===== src/rtl/ex_mem_stage_pkg.sv =====
// Shared EX/MEM encodings: memory access sizes, branch kinds and default widths.
// Imported by the stage, its interface and the store aligner.
package ex_mem_stage_pkg;

    localparam int DEF_XLEN    = 32;
    localparam int DEF_RADDR_W = 5;

    localparam logic [1:0] MEM_BYTE = 2'd0;
    localparam logic [1:0] MEM_HALF = 2'd1;
    localparam logic [1:0] MEM_WORD = 2'd2;

    localparam logic [1:0] BR_NONE = 2'd0;
    localparam logic [1:0] BR_BEQ  = 2'd1;
    localparam logic [1:0] BR_BNE  = 2'd2;

    // Encoding 3 falls through to "not taken", matching BR_NONE.
    function automatic logic branch_cond(input logic [1:0] branch_type, input logic alu_zero);
        return ((branch_type == BR_BEQ) &&  alu_zero) ||
               ((branch_type == BR_BNE) && !alu_zero);
    endfunction

endpackage


===== src/rtl/ex_mem_stage_if.sv =====
// EX-side inputs and MEM-side outputs of the EX/MEM pipeline register.
// The stage uses the slave modport; the surrounding core (or bench) uses master.
interface ex_mem_stage_if #(
    parameter int XLEN    = ex_mem_stage_pkg::DEF_XLEN,
    parameter int RADDR_W = ex_mem_stage_pkg::DEF_RADDR_W
);
    logic               in_valid;
    logic               stall;
    logic               flush_in;
    logic [XLEN-1:0]    alu_out;
    logic               alu_zero;
    logic [XLEN-1:0]    rt_data;
    logic [RADDR_W-1:0] rd_addr;
    logic               reg_write;
    logic               mem_read;
    logic               mem_write;
    logic [1:0]         mem_size;
    logic [1:0]         branch_type;
    logic [XLEN-1:0]    branch_target;
    logic [RADDR_W-1:0] id_rs;
    logic [RADDR_W-1:0] id_rt;

    logic               out_valid;
    logic [XLEN-1:0]    out_alu_result;
    logic [XLEN-1:0]    out_store_data;
    logic [3:0]         out_byte_en;
    logic [RADDR_W-1:0] out_rd;
    logic               out_reg_write;
    logic               out_mem_read;
    logic               out_mem_write;
    logic               out_misaligned;
    logic               redirect_valid;
    logic [XLEN-1:0]    redirect_pc;
    logic               hazard_stall;

    modport slave (
        input  in_valid, stall, flush_in, alu_out, alu_zero, rt_data, rd_addr,
               reg_write, mem_read, mem_write, mem_size, branch_type, branch_target,
               id_rs, id_rt,
        output out_valid, out_alu_result, out_store_data, out_byte_en, out_rd,
               out_reg_write, out_mem_read, out_mem_write, out_misaligned,
               redirect_valid, redirect_pc, hazard_stall
    );

    modport master (
        output in_valid, stall, flush_in, alu_out, alu_zero, rt_data, rd_addr,
               reg_write, mem_read, mem_write, mem_size, branch_type, branch_target,
               id_rs, id_rt,
        input  out_valid, out_alu_result, out_store_data, out_byte_en, out_rd,
               out_reg_write, out_mem_read, out_mem_write, out_misaligned,
               redirect_valid, redirect_pc, hazard_stall
    );

endinterface


===== src/rtl/ex_mem_stage_store_align.sv =====
// Combinational store aligner: byte lanes, lane-replicated store data and the
// misalignment flag for a data-memory access at addr[1:0].
module ex_mem_stage_store_align
    import ex_mem_stage_pkg::*;
#(
    parameter int XLEN = DEF_XLEN
) (
    input  logic [1:0]      addr,
    input  logic [1:0]      mem_size,
    input  logic [XLEN-1:0] rt_data,
    input  logic            rd,
    input  logic            wr,
    output logic [3:0]      byte_en,
    output logic [XLEN-1:0] store_data,
    output logic            misaligned
);

    logic [3:0] lanes;
    logic       bad_align;
    logic       mem_op;

    assign mem_op = rd | wr;

    // NOTE: every output of this block gets a default first so no path leaves
    // a variable unassigned, which would otherwise infer a latch.
    always_comb begin
        lanes      = 4'b1111;
        store_data = rt_data;
        bad_align  = 1'b0;
        case (mem_size)
            MEM_BYTE: begin
                lanes      = 4'b0001 << addr;
                store_data = {(XLEN/8){rt_data[7:0]}};
            end
            MEM_HALF: begin
                lanes      = addr[1] ? 4'b1100 : 4'b0011;
                store_data = {(XLEN/16){rt_data[15:0]}};
                bad_align  = addr[0];
            end
            default: begin
                lanes     = 4'b1111;
                bad_align = |addr;
            end
        endcase
    end

    assign misaligned = mem_op & bad_align;
    assign byte_en    = (mem_op && !misaligned) ? lanes : 4'b0000;

endmodule


===== src/rtl/ex_mem_stage.sv =====
// EX/MEM pipeline register: captures ALU results and controls, aligns stores,
// resolves BEQ/BNE into a one-cycle redirect with wrong-path squash, flags load-use.
module ex_mem_stage
    import ex_mem_stage_pkg::*;
#(
    parameter int XLEN    = DEF_XLEN,
    parameter int RADDR_W = DEF_RADDR_W
) (
    input  logic          clk,
    input  logic          rst,
    ex_mem_stage_if.slave bus
);

    logic               valid_q;
    logic [XLEN-1:0]    alu_result_q;
    logic [XLEN-1:0]    store_data_q;
    logic [3:0]         byte_en_q;
    logic [RADDR_W-1:0] rd_q;
    logic               reg_write_q;
    logic               mem_read_q;
    logic               mem_write_q;
    logic               misaligned_q;
    logic               redirect_valid_q;
    logic [XLEN-1:0]    redirect_pc_q;
    logic               squash_pending;

    logic [3:0]         al_byte_en;
    logic [XLEN-1:0]    al_store_data;
    logic               al_misaligned;
    logic               load_cond;
    logic               taken;

    ex_mem_stage_store_align #(.XLEN(XLEN)) u_store_align (
        .addr       (bus.alu_out[1:0]),
        .mem_size   (bus.mem_size),
        .rt_data    (bus.rt_data),
        .rd         (bus.mem_read),
        .wr         (bus.mem_write),
        .byte_en    (al_byte_en),
        .store_data (al_store_data),
        .misaligned (al_misaligned)
    );

    assign load_cond = bus.in_valid & ~bus.flush_in & ~bus.stall & ~squash_pending;
    assign taken     = load_cond & branch_cond(bus.branch_type, bus.alu_zero);

    // NOTE: sequential state uses non-blocking assignments so every register
    // samples the pre-edge values regardless of statement order.
    always_ff @(posedge clk or posedge rst) begin
        if (rst) begin
            valid_q          <= 1'b0;
            alu_result_q     <= '0;
            store_data_q     <= '0;
            byte_en_q        <= '0;
            rd_q             <= '0;
            reg_write_q      <= 1'b0;
            mem_read_q       <= 1'b0;
            mem_write_q      <= 1'b0;
            misaligned_q     <= 1'b0;
            redirect_valid_q <= 1'b0;
            redirect_pc_q    <= '0;
            squash_pending   <= 1'b0;
        end else begin
            redirect_valid_q <= 1'b0;
            if (bus.flush_in || (!bus.stall && (squash_pending || !bus.in_valid))) begin
                // Bubble: only side-effect controls are cleared, data is don't-care.
                valid_q        <= 1'b0;
                reg_write_q    <= 1'b0;
                mem_read_q     <= 1'b0;
                mem_write_q    <= 1'b0;
                byte_en_q      <= 4'b0000;
                misaligned_q   <= 1'b0;
                squash_pending <= 1'b0;
            end else if (load_cond) begin
                valid_q        <= 1'b1;
                alu_result_q   <= bus.alu_out;
                store_data_q   <= al_store_data;
                byte_en_q      <= al_byte_en;
                rd_q           <= bus.rd_addr;
                reg_write_q    <= bus.reg_write;
                mem_read_q     <= bus.mem_read & ~al_misaligned;
                mem_write_q    <= bus.mem_write & ~al_misaligned;
                misaligned_q   <= al_misaligned;
                if (taken) begin
                    redirect_valid_q <= 1'b1;
                    redirect_pc_q    <= bus.branch_target;
                    squash_pending   <= 1'b1;
                end
            end
        end
    end

    assign bus.out_valid      = valid_q;
    assign bus.out_alu_result = alu_result_q;
    assign bus.out_store_data = store_data_q;
    assign bus.out_byte_en    = byte_en_q;
    assign bus.out_rd         = rd_q;
    assign bus.out_reg_write  = reg_write_q;
    assign bus.out_mem_read   = mem_read_q;
    assign bus.out_mem_write  = mem_write_q;
    assign bus.out_misaligned = misaligned_q;
    assign bus.redirect_valid = redirect_valid_q;
    assign bus.redirect_pc    = redirect_pc_q;

    assign bus.hazard_stall = valid_q & mem_read_q & (rd_q != '0) &
                              ((rd_q == bus.id_rs) | (rd_q == bus.id_rt));

endmodule


===== src/flat_wrapper.sv =====
// flat-port wrapper written by rule: the top's interface ports become plain ports
module ex_mem_stage_flat import ex_mem_stage_pkg::*;
#(
    parameter int XLEN    = DEF_XLEN,
    parameter int RADDR_W = DEF_RADDR_W
)
  (clk, rst, bus_in_valid, bus_stall, bus_flush_in, bus_alu_out, bus_alu_zero, bus_rt_data, bus_rd_addr, bus_reg_write, bus_mem_read, bus_mem_write, bus_mem_size, bus_branch_type, bus_branch_target, bus_id_rs, bus_id_rt, bus_out_valid, bus_out_alu_result, bus_out_store_data, bus_out_byte_en, bus_out_rd, bus_out_reg_write, bus_out_mem_read, bus_out_mem_write, bus_out_misaligned, bus_redirect_valid, bus_redirect_pc, bus_hazard_stall);
  ex_mem_stage_if #(.XLEN(XLEN), .RADDR_W(RADDR_W)) bus_i ();
  input  logic clk;
  input  logic rst;
  input wire logic [$bits(bus_i.in_valid)-1:0] bus_in_valid;
  input wire logic [$bits(bus_i.stall)-1:0] bus_stall;
  input wire logic [$bits(bus_i.flush_in)-1:0] bus_flush_in;
  input wire logic [$bits(bus_i.alu_out)-1:0] bus_alu_out;
  input wire logic [$bits(bus_i.alu_zero)-1:0] bus_alu_zero;
  input wire logic [$bits(bus_i.rt_data)-1:0] bus_rt_data;
  input wire logic [$bits(bus_i.rd_addr)-1:0] bus_rd_addr;
  input wire logic [$bits(bus_i.reg_write)-1:0] bus_reg_write;
  input wire logic [$bits(bus_i.mem_read)-1:0] bus_mem_read;
  input wire logic [$bits(bus_i.mem_write)-1:0] bus_mem_write;
  input wire logic [$bits(bus_i.mem_size)-1:0] bus_mem_size;
  input wire logic [$bits(bus_i.branch_type)-1:0] bus_branch_type;
  input wire logic [$bits(bus_i.branch_target)-1:0] bus_branch_target;
  input wire logic [$bits(bus_i.id_rs)-1:0] bus_id_rs;
  input wire logic [$bits(bus_i.id_rt)-1:0] bus_id_rt;
  output wire logic [$bits(bus_i.out_valid)-1:0] bus_out_valid;
  output wire logic [$bits(bus_i.out_alu_result)-1:0] bus_out_alu_result;
  output wire logic [$bits(bus_i.out_store_data)-1:0] bus_out_store_data;
  output wire logic [$bits(bus_i.out_byte_en)-1:0] bus_out_byte_en;
  output wire logic [$bits(bus_i.out_rd)-1:0] bus_out_rd;
  output wire logic [$bits(bus_i.out_reg_write)-1:0] bus_out_reg_write;
  output wire logic [$bits(bus_i.out_mem_read)-1:0] bus_out_mem_read;
  output wire logic [$bits(bus_i.out_mem_write)-1:0] bus_out_mem_write;
  output wire logic [$bits(bus_i.out_misaligned)-1:0] bus_out_misaligned;
  output wire logic [$bits(bus_i.redirect_valid)-1:0] bus_redirect_valid;
  output wire logic [$bits(bus_i.redirect_pc)-1:0] bus_redirect_pc;
  output wire logic [$bits(bus_i.hazard_stall)-1:0] bus_hazard_stall;
  assign bus_i.in_valid = bus_in_valid;
  assign bus_i.stall = bus_stall;
  assign bus_i.flush_in = bus_flush_in;
  assign bus_i.alu_out = bus_alu_out;
  assign bus_i.alu_zero = bus_alu_zero;
  assign bus_i.rt_data = bus_rt_data;
  assign bus_i.rd_addr = bus_rd_addr;
  assign bus_i.reg_write = bus_reg_write;
  assign bus_i.mem_read = bus_mem_read;
  assign bus_i.mem_write = bus_mem_write;
  assign bus_i.mem_size = bus_mem_size;
  assign bus_i.branch_type = bus_branch_type;
  assign bus_i.branch_target = bus_branch_target;
  assign bus_i.id_rs = bus_id_rs;
  assign bus_i.id_rt = bus_id_rt;
  assign bus_out_valid = bus_i.out_valid;
  assign bus_out_alu_result = bus_i.out_alu_result;
  assign bus_out_store_data = bus_i.out_store_data;
  assign bus_out_byte_en = bus_i.out_byte_en;
  assign bus_out_rd = bus_i.out_rd;
  assign bus_out_reg_write = bus_i.out_reg_write;
  assign bus_out_mem_read = bus_i.out_mem_read;
  assign bus_out_mem_write = bus_i.out_mem_write;
  assign bus_out_misaligned = bus_i.out_misaligned;
  assign bus_redirect_valid = bus_i.redirect_valid;
  assign bus_redirect_pc = bus_i.redirect_pc;
  assign bus_hazard_stall = bus_i.hazard_stall;
  ex_mem_stage #(.XLEN(XLEN), .RADDR_W(RADDR_W)) u_core (.clk(clk), .rst(rst), .bus(bus_i));
endmodule

===== config.mk =====
export PLATFORM = sky130hd
export DESIGN_NAME = ex_mem_stage_flat
export DESIGN_NICKNAME = d
export VERILOG_FILES = /design/src/rtl/ex_mem_stage_pkg.sv /design/src/rtl/ex_mem_stage_if.sv /design/src/rtl/ex_mem_stage_store_align.sv /design/src/rtl/ex_mem_stage.sv /design/src/flat_wrapper.sv
export SDC_FILE = /design/constraint.sdc
export NUM_CORES = 1
export LEC_CHECK = 0
export BUFFER_PORTS_ARGS = -buffer_cell sky130_fd_sc_hd__buf_4
export CORE_MARGIN = 2
export CORE_UTILIZATION = 42
export DETAILED_ROUTE_END_ITERATION = 6
export PLACE_DENSITY = 0.77
export SLEW_MARGIN = 0
export SYNTH_ARGS = -nofsm -noshare
export SYNTH_HDL_FRONTEND = slang
export SYNTH_HIERARCHICAL = 1
export SYNTH_SLANG_ARGS = --single-unit
export TNS_END_PERCENT = 5

===== constraint.sdc =====
create_clock -name clk -period 3.45 [get_ports clk]
set_clock_uncertainty 0.15 [all_clocks]
set_input_delay 0.1725 -clock clk [delete_from_list [all_inputs] [get_ports clk]]
set_output_delay 0.1725 -clock clk [all_outputs]
set_load 0.02 [all_outputs]

# Word-level counts from Yosys, hierarchy flattened
# Index checks and enable logic that the tools add are counted.
# Widths: inputs -> output; s select.
# totals
reg_bits	112
latch_bits	0
mem_bits_rw	0
rom_bits	0
input_bits	124
out_inout_bits	112
wordCells	77
n_memories	0
# classes
add_sub_neg	0
mul	0
div_mod_pow	0
n_lt_le_gt_ge	0
n_eq_ne	5
n_shift	1
mux	23
bitwise	17
reduce_logical	19
# op_table
op	count
$pmux 32 s2	1
$mux 1	16
$mux 4	4
$and 1x1->1	10
$eq 5x5->1	2
$pmux 4 s2	1
$not 1->1	5
$reduce_bool 5->1	1
$eq 2x1->1 const B	2
$logic_and 1x1->1	4
$logic_not 1->1	4
$reduce_and 2->1	2
$reduce_bool 2->1	2
$shl 1x2->4 const A	1
$logic_or 1x1->1	3
$reduce_and 3->1	1
$eq 2x2->1 const B	1
$logic_not 2->1	1
$or 1x1->1	2
$pmux 1 s2	1
$reduce_or 2->1	1

# Logic depth before layout (Yosys ltp)
# Gate-level depths: netlist of run 1.
# depth
depth_word	8
ltp_mapped	6
ltp_nobuf	4

# Modules after synthesis
# Netlist of run 1, hierarchy kept.
# by_module_without_submodules
mod	n_inst	cells_each	area_per_inst_um2
ex_mem_stage	1	264	4309.1
ex_mem_stage_store_align	1	66	511.7

# Worst setup path after synthesis of run 1
# Ideal clock, no wire load.
# synth_path
kind	reg2reg
startpoint	register u_core.squash_pending
endpoint	register u_core.redirect_pc_q[11], in the netlist u_core/bus.redirect_pc[11]
setup_time_ns	0.128
arrival_ns	1.413
setup_slack_ns	1.759
path_stages_with_launch	7
period_less_slack_ns	1.691
path_cell_list	dfrtp_1 nand2b_4 nor3_4 nor2b_1 buf_2 buf_4 mux2_1
# synth_via
elab_chain_len	5
elab_cells_between_ends	8
cone_classes	bitwise (4); reduce/logical (4)
# synth_rtl
element	line	text
from (decl)	ex_mem_stage.sv:25	logic squash_pending;
from (signal assigned)	ex_mem_stage.sv:62	squash_pending <= 1'b0;
from (signal assigned)	ex_mem_stage.sv:73	squash_pending <= 1'b0;
from (signal assigned)	ex_mem_stage.sv:87	squash_pending <= 1'b1;
$logic_or 1x1->1	ex_mem_stage.sv:65	if (bus.flush_in || (!bus.stall && (squash_pending || !bus.in_valid))) begin
$logic_and 1x1->1	ex_mem_stage.sv:65	
$logic_or 1x1->1	ex_mem_stage.sv:65	
$not 1->1 (no source line)	--	
$reduce_and 3->1 (no source line) *	--	
to (signal assigned)	ex_mem_stage.sv:86	redirect_pc_q <= bus.branch_target;
to (decl)	ex_mem_stage.sv:24	logic [XLEN-1:0] redirect_pc_q;
# Mark *: on every way between the ends. The rest lies on a longest branch, timed or not.
# A chain may end at the register's enable or synchronous reset.

# Final worst setup path of run 1
# layout_path
startpoint	input port bus_flush_in
endpoint	register u_core.alu_result_q[20], in the netlist u_core/bus.out_alu_result[20]
# layout_via
elab_chain_len	5
elab_cells_between_ends	7
cone_classes	bitwise (5); reduce/logical (2)
# layout_rtl
element	line	text
from (decl)	flat_wrapper.sv:13	input wire logic [$bits(bus_i.flush_in)-1:0] bus_flush_in;
$not 1->1	ex_mem_stage.sv:44	assign load_cond = bus.in_valid & ~bus.flush_in & ~bus.stall & ~squash_pending;
$and 1x1->1 (3 in series)	ex_mem_stage.sv:44	
$reduce_and 2->1 (no source line) *	--	
to (signal assigned)	ex_mem_stage.sv:76	alu_result_q <= bus.alu_out;
to (decl)	ex_mem_stage.sv:15	logic [XLEN-1:0] alu_result_q;
# Marks and branches as above.

==> impl_metrics.json, run 1 <==
{
  "gr-usage-met1_pct": 25.39,
  "avgViaCountPerCell": 4.842,
  "clk_latency_ns": 0.34,
  "cp-end-kind": "flip-flop",
  "start_kind": "primary input",
  "synth_edf_count": 0,
  "yosysTopAreaCell": "dfrtp_1",
  "firstDrtPassIters": 4,
  "yosysSeqAreaShare_pct": 58.14,
  "cts-htree-levels": 3,
  "slew_violations": 0,
  "grt_use_met2_pct": 41.39,
  "p_sw_share_pct": 31.49,
  "dp_hpwl_um": 8810,
  "synth.top_cell.area_share_pct": 58.14,
  "cts_setup_buffers": 0,
  "reg2reg_from": "u_core/squash_pending$_DFFE_PP0P_",
  "maxCapViolCount": 0,
  "ys_types": 30,
  "grt_busiest_layer": "met2",
  "setup_viol": 0,
  "fin_nets": 761,
  "hold_ws_ns": 0.02130,
  "synthArstFlopShare_pct": 100.0,
  "boundaryPins": 236,
  "cts_resized": 0,
  "path_class": "in -> reg",
  "yosys_register_bits": 112,
  "grt_max_degree": 77,
  "hp-class": "in -> reg",
  "grt_pass1_vias": 4259,
  "arrival_ns": 2.27,
  "yosys_warnings": 6,
  "gp_congestion": 0.8390,
  "drt_iter0_drc": 124,
  "critPathMaxFanout": 76,
  "worstHoldPathCells": 4,
  "pwr-share-clk_pct": 24.5,
  "io_buffers": 235,
  "dieArea_um2": 12350,
  "area_delta_synth_final_pct": 60.58,
  "antenna_left": 0,
  "cellLeakagePower_nw": 3.702,
  "relSlewSlack_pct": 35.87,
  "cts_tree": "yes",
  "p_int_mw": 2.863,
  "synth.most_common_cell": "dfrtp_1",
  "post-route-min-period_ns": 2.196,
  "path_cells": "dlygate4sd3_1 > buf_4 > nor3_4 > buf_4 > mux2_2",
  "initial_core_util_pct": 42.58,
  "ff2ff_path_depth": 4,
  "met3_usage_pct": 4.866,
  "pwr-share-comb_pct": 33.5,
  "routed_wl_um": 13700,
  "syn_inst": 330,
  "whs_endpoint": "u_core/bus.out_store_data[26]$_DFFE_PP0P_",
  "vdd_drop_max_uv": 378.2,
  "cpPeakStageDelay_ns": 0.74,
  "powerDensity_nw_per_um2": 539.7,
  "grt_overflow": 0,
  "grt_pass1_wl_um": 22050,
  "final_area_um2": 7741,
  "dp_slack_ns": 1.308,
  "worst_pin_slew_ns": 0.9619,
  "p_switching_mw": 1.316,
  "track_usage_pct": 22.32,
  "num_vias": 3806,
  "core-area_um2": 11320,
  "fin_tns_setup_ns": 0,
  "seq_power_share_pct": 42.0,
  "clk_pin_slew_ns": 0.07,
  "timing.final.ws_setup_ns": 1.254,
  "dpl_cell_area_um2": 6620,
  "syn_area_um2": 4821,
  "synth_common_cells": "dfrtp_1, mux2_2, mux2_1",
  "status": "finished, final reports clean",
  "r2r-end": "u_core/bus.out_alu_result[20]$_DFFE_PP0P_",
  "num_rows": 39,
  "fin_crit_sh_pct": 63.66,
  "fmax_mhz": 455.3,
  "min-delay-start": "bus_rt_data[26]",
  "ff2ff_setup_slack_ns": 1.28,
  "required_ns": 3.52,
  "avgSynthCellArea_um2": 14.61,
  "antenna_found_initial": 1,
  "fillCellCount": 780,
  "synthTopCellsByArea": "dfrtp_1, mux2_2, mux2_1",
  "cts_max_path_buffers": 2,
  "crit_top_cell": "buf_4",
  "hold_viol": 0,
  "die_x_um": 111.1,
  "synth_fp_nets": 454,
  "crit_slowest_cell": "buf_4",
  "cts_buffers": 9,
  "grt_setup_unrepaired": "false",
  "fin_util_pct": 68.38,
  "cts_root_buffer": "clkbuf_16",
  "drive_gt1_share_pct": 54.05,
  "cts.sinks": 112,
  "ys.flop_type": "dfrtp_1",
  "post_drt_wl_per_cell_um": 17.43,
  "drc": 0,
  "dieHeight_um": 111.1
}
worst max-delay path, delay by kind of cell:
family        cells  cell delay [ns]
buf+inv           3             1.44
simple gates      1             0.16
mux               1             0.43
power groups by stage:
stage | clock (mW) | sequential (mW) | combinational [mW]
after floorplan | 0 | 2.09 | 0.340
after global placement | 0 | 1.76 | 1.29
after detailed placement | 0 | 1.77 | 1.32
after CTS | 1.05 | 1.75 | 1.40
after global routing | 1.10 | 1.79 | 1.47
final | 1.02 | 1.76 | 1.40
cells by family after synthesis:
kind of cell    synth area share [%]
compound gates                 3.270
xor+xnor                       2.362
buf+inv                        3.789
flops                          58.14
mux                            28.99
simple gates                   3.452
layout by cell type, fill, tap and decap left out, types with 2 or more instances in the layout:
cell and count:
clkbuf_16 9, mux2i_1 8, mux2_2 88, dfrtp_1 112, o21ai_0 9, clkinv_2 4, nand2_1 10, xor2_1 7
mux2_1 29, nand3_1 2, a21o_1 2, dlygate4sd3_1 83, nor2_1 2, xnor2_1 6, a22o_1 8, nor3_1 5
a21oi_1 4, buf_4 239
registers in the layout, summed over array words and instances, names as in the netlist:
register and count:
u_core/bus.out_alu_result 32, u_core/bus.out_store_data 32, u_core/bus.redirect_pc 32, u_core/bus.out_rd 5, u_core/bus.out_byte_en 4, u_core/bus.out_mem_read 1, u_core/bus.out_mem_write 1, u_core/bus.out_misaligned 1
u_core/bus.out_reg_write 1, u_core/bus.out_valid 1, u_core/bus.redirect_valid 1, u_core/squash_pending 1
layer usage:
metal / vias to the layer above / wire (um)
met3: 23 / 683
met4: 0 / 311
met2: 127 / 7404
li1: 1780 / -
met5: - / 0
met1: 1876 / 5301
layout make-up:
class,count,area (um2),area share (%)
flip-flops and latches,112,2803,36.20
repair buffers,322,2625,33.91
multi-input cells,191,1838,23.74
clock buffers,10,229.0,2.958
well taps,143,178.9,2.311
clock inverters,6,58.81,0.7597
inverters,1,6.256,0.08081
diodes,1,2.502,0.03233
worst max path at each step:
stage	from	endpoint	slack [ns]
detailed placement	u_core/squash_pending$_DFFE_PP0P_	u_core/bus.out_alu_result[31]$_DFFE_PP0P_	1.31
CTS	bus_flush_in	u_core/bus.out_alu_result[31]$_DFFE_PP0P_	1.25
finish	bus_flush_in	u_core/bus.out_alu_result[20]$_DFFE_PP0P_	1.25
global route	bus_flush_in	u_core/bus.out_alu_result[20]$_DFFE_PP0P_	1.16
floorplan	rst	u_core/bus.out_alu_result[0]$_DFFE_PP0P_	0.17
global placement	u_core/squash_pending$_DFFE_PP0P_	u_core/bus.out_store_data[11]$_DFFE_PP0P_	1.37
repair_timing:
| item | in CTS | in global routing |
|---|---|---|
| hold endpoints to repair | 138 | 0 |
| setup endpoints to repair | 0 | 0 |
| hold buffers | 83 | 0 |
stage by stage:
step | std cells | total power [mW]
2_1_floorplan | 330 | 2.429
3_3_place_gp | 686 | 3.049
3_5_place_dp | 686 | 3.085
4_1_cts | 785 | 4.196
5_1_grt | 786 | 4.360
6_report | 786 | 4.178
Note: power is estimated with default switching activity, not from simulation.
==> run 2, diff against run 1 <==
--- a/config.mk
+++ b/config.mk
@@ -7,9 +7,9 @@
 export LEC_CHECK = 0
 export BUFFER_PORTS_ARGS = -buffer_cell sky130_fd_sc_hd__buf_4
 export CORE_MARGIN = 2
-export CORE_UTILIZATION = 42
+export CORE_UTILIZATION = 46
 export DETAILED_ROUTE_END_ITERATION = 6
-export PLACE_DENSITY = 0.77
+export PLACE_DENSITY = 0.8
 export SLEW_MARGIN = 0
 export SYNTH_ARGS = -nofsm -noshare
 export SYNTH_HDL_FRONTEND = slang
==> constraint.sdc (replaced) <==
create_clock -name clk -period 2.2 [get_ports clk]
set_clock_uncertainty 0.15 [all_clocks]
set_input_delay 0.11 -clock clk [delete_from_list [all_inputs] [get_ports clk]]
set_output_delay 0.11 -clock clk [all_outputs]
set_load 0.02 [all_outputs]
==> impl_metrics.json, run 2 (same netlist as run 1, synthesis figures left out) <==
{
  "avgViaCountPerCell": 5.017,
  "final_cell_mix": "buf_4, dfrtp_1, dlygate4sd3_1, mux2_2, mux2_1",
  "io_buffers": 235,
  "fillCellCount": 590,
  "hold_viol": 0,
  "maxCapViolCount": 0,
  "relSlewSlack_pct": 57.04,
  "gp_congestion": 0.7885,
  "hold_ws_ns": 0.1228,
  "grt_overflow": 0,
  "core-area_um2": 10230,
  "grt_max_degree": 68,
  "die_x_um": 106.4,
  "drt_iter0_drc": 130,
  "cts_setup_buffers": 0,
  "fmax_mhz": 483.7,
  "ff2ff_setup_slack_ns": 0.33,
  "clk_pin_slew_ns": 0.11,
  "mostFrequentLayoutCell": "buf_4",
  "path_cells": "dlygate4sd3_1 > buf_4 > nor2_1 > a21oi_1 > nor4_2 > a22o_1 > dlygate4sd3_1",
  "seq_power_share_pct": 44.4,
  "path_class": "in -> reg",
  "cpPeakStageDelay_ns": 0.55,
  "firstDrtPassIters": 4,
  "cellLeakagePower_nw": 3.772,
  "crit_slowest_cell": "dlygate4sd3_1",
  "setup_viol": 0,
  "worst_pin_slew_ns": 0.6431,
  "hp-class": "in -> async",
  "diodes": 0,
  "status": "finished, final reports clean",
  "cts_tree": "yes",
  "cts_buffers": 9,
  "routed_wl_um": 15280,
  "p_switching_mw": 2.140,
  "reg2reg_from": "u_core/squash_pending$_DFFE_PP0P_",
  "clk_latency_ns": 0.37,
  "start_kind": "primary input",
  "power.total_mw": 6.214,
  "boundaryPins": 236,
  "antenna_found_initial": 0,
  "post-route-min-period_ns": 2.067,
  "slew_violations": 0,
  "cts_root_buffer": "clkbuf_8",
  "dieArea_um2": 11310,
  "regArea_um2": 2803,
  "fin_util_pct": 77.56,
  "cts.sinks": 112,
  "pwr-share-clk_pct": 18.8,
  "initial_core_util_pct": 47.12,
  "critPathMaxFanout": 5,
  "critPathTopFamily": "buffers and inverters",
  "crit_top_cell": "dlygate4sd3_1",
  "p_sw_share_pct": 34.44,
  "num_rows": 37,
  "pwr-share-comb_pct": 36.8,
  "vdd_drop_max_uv": 509.6,
  "multi_input_area_um2": 1844,
  "powerDensity_nw_per_um2": 783.1,
  "grt_pass1_wl_um": 23600,
  "cp-end-kind": "flip-flop",
  "p_int_mw": 4.074,
  "post-place-cells": 680,
  "cts-htree-levels": 3,
  "arrival_ns": 2.23,
  "fin_crit_sh_pct": 93.97,
  "dp_hpwl_um": 9082,
  "grt_setup_unrepaired": "false",
  "grt_pass1_vias": 4410,
  "track_usage_pct": 27.50,
  "area_delta_synth_final_pct": 64.60,
  "required_ns": 2.36,
  "drive_gt1_share_pct": 52.17,
  "post_drt_wl_per_cell_um": 18.98,
  "antenna_left": 0,
  "critPathBufInv": 3,
  "crit_start": "bus_mem_write",
  "num_vias": 4039,
  "fin_nets": 788,
  "dieHeight_um": 106.4,
  "cts_max_path_buffers": 2,
  "fin_cells": 805,
  "fin_tns_setup_ns": 0,
  "drc": 0
}
==> run 2: final timing paths <==
kind                                                        endpoint  cells after the start
setup / recovery                 u_core/bus.out_mem_read$_DFFE_PP0P_                      7
hold / removal             u_core/bus.out_alu_result[24]$_DFFE_PP0P_                      3
setup reg to reg              u_core/bus.redirect_pc[12]$_DFFE_PP0P_                      5
hold reg to reg               u_core/bus.redirect_pc[27]$_DFFE_PP0P_                      1
max in group asynchronous  u_core/bus.out_store_data[18]$_DFFE_PP0P_                      4
min in group clk           u_core/bus.out_store_data[29]$_DFFE_PP0P_                      3
==> run 2: metrics by stage <==
step | instance area, um2 | worst slack, ns
detailed placement | 6658 | 0.3852
CTS | 7929 | 0.08012
global route | 7935 | 0.01490
global placement | 6658 | 0.4425
finish | 7935 | 0.1327
floorplan | 4825 | 0.5091
==> run 2: layout make-up <==
type	count	area share, %
timing repair buffer	349	36.93
clock buffer	10	1.608
inverter	1	0.09461
clock inverter	6	0.6623
tap	136	2.144
multi-input combinational	191	23.24
sequential	112	35.32
==> run 2: repair_timing <==
item / 4_1_cts / 5_1_grt
hold buffers: 109 / 0
endpoints found under the hold margin: 190 / 0
setup endpoints to repair: 0 / 2
gates resized for setup: 0 / 1
==> run 2: metal layers <==
metal / global-route usage, % / up-vias / wire length [um]
met2: 51.28 / 174 / 8323
met3: 4.905 / 52 / 806
met1: 29.44 / 1982 / 5471
met4: 14.29 / 0 / 673
li1: - / 1831 / -
met5: 0 / - / 0
==> run 2: worst reg2reg max path: stages (launching register included) <==
cell	delay, ns
dfrtp_1	0.39
nand2b_4	0.16
nor3_4	0.19
nor2b_2	0.23
buf_12	0.22
mux2_1	0.41
==> run 2: power by group through the flow <==
stage               Sequential [mW]  Clock (mW)  Combinational, mW
finish                         2.76        1.17               2.28
global route                   2.81        1.28               2.39
CTS                            2.74        1.19               2.25
detailed placement             2.77           0               2.09
global placement               2.74           0               2.04
floorplan                      3.28           0              0.534
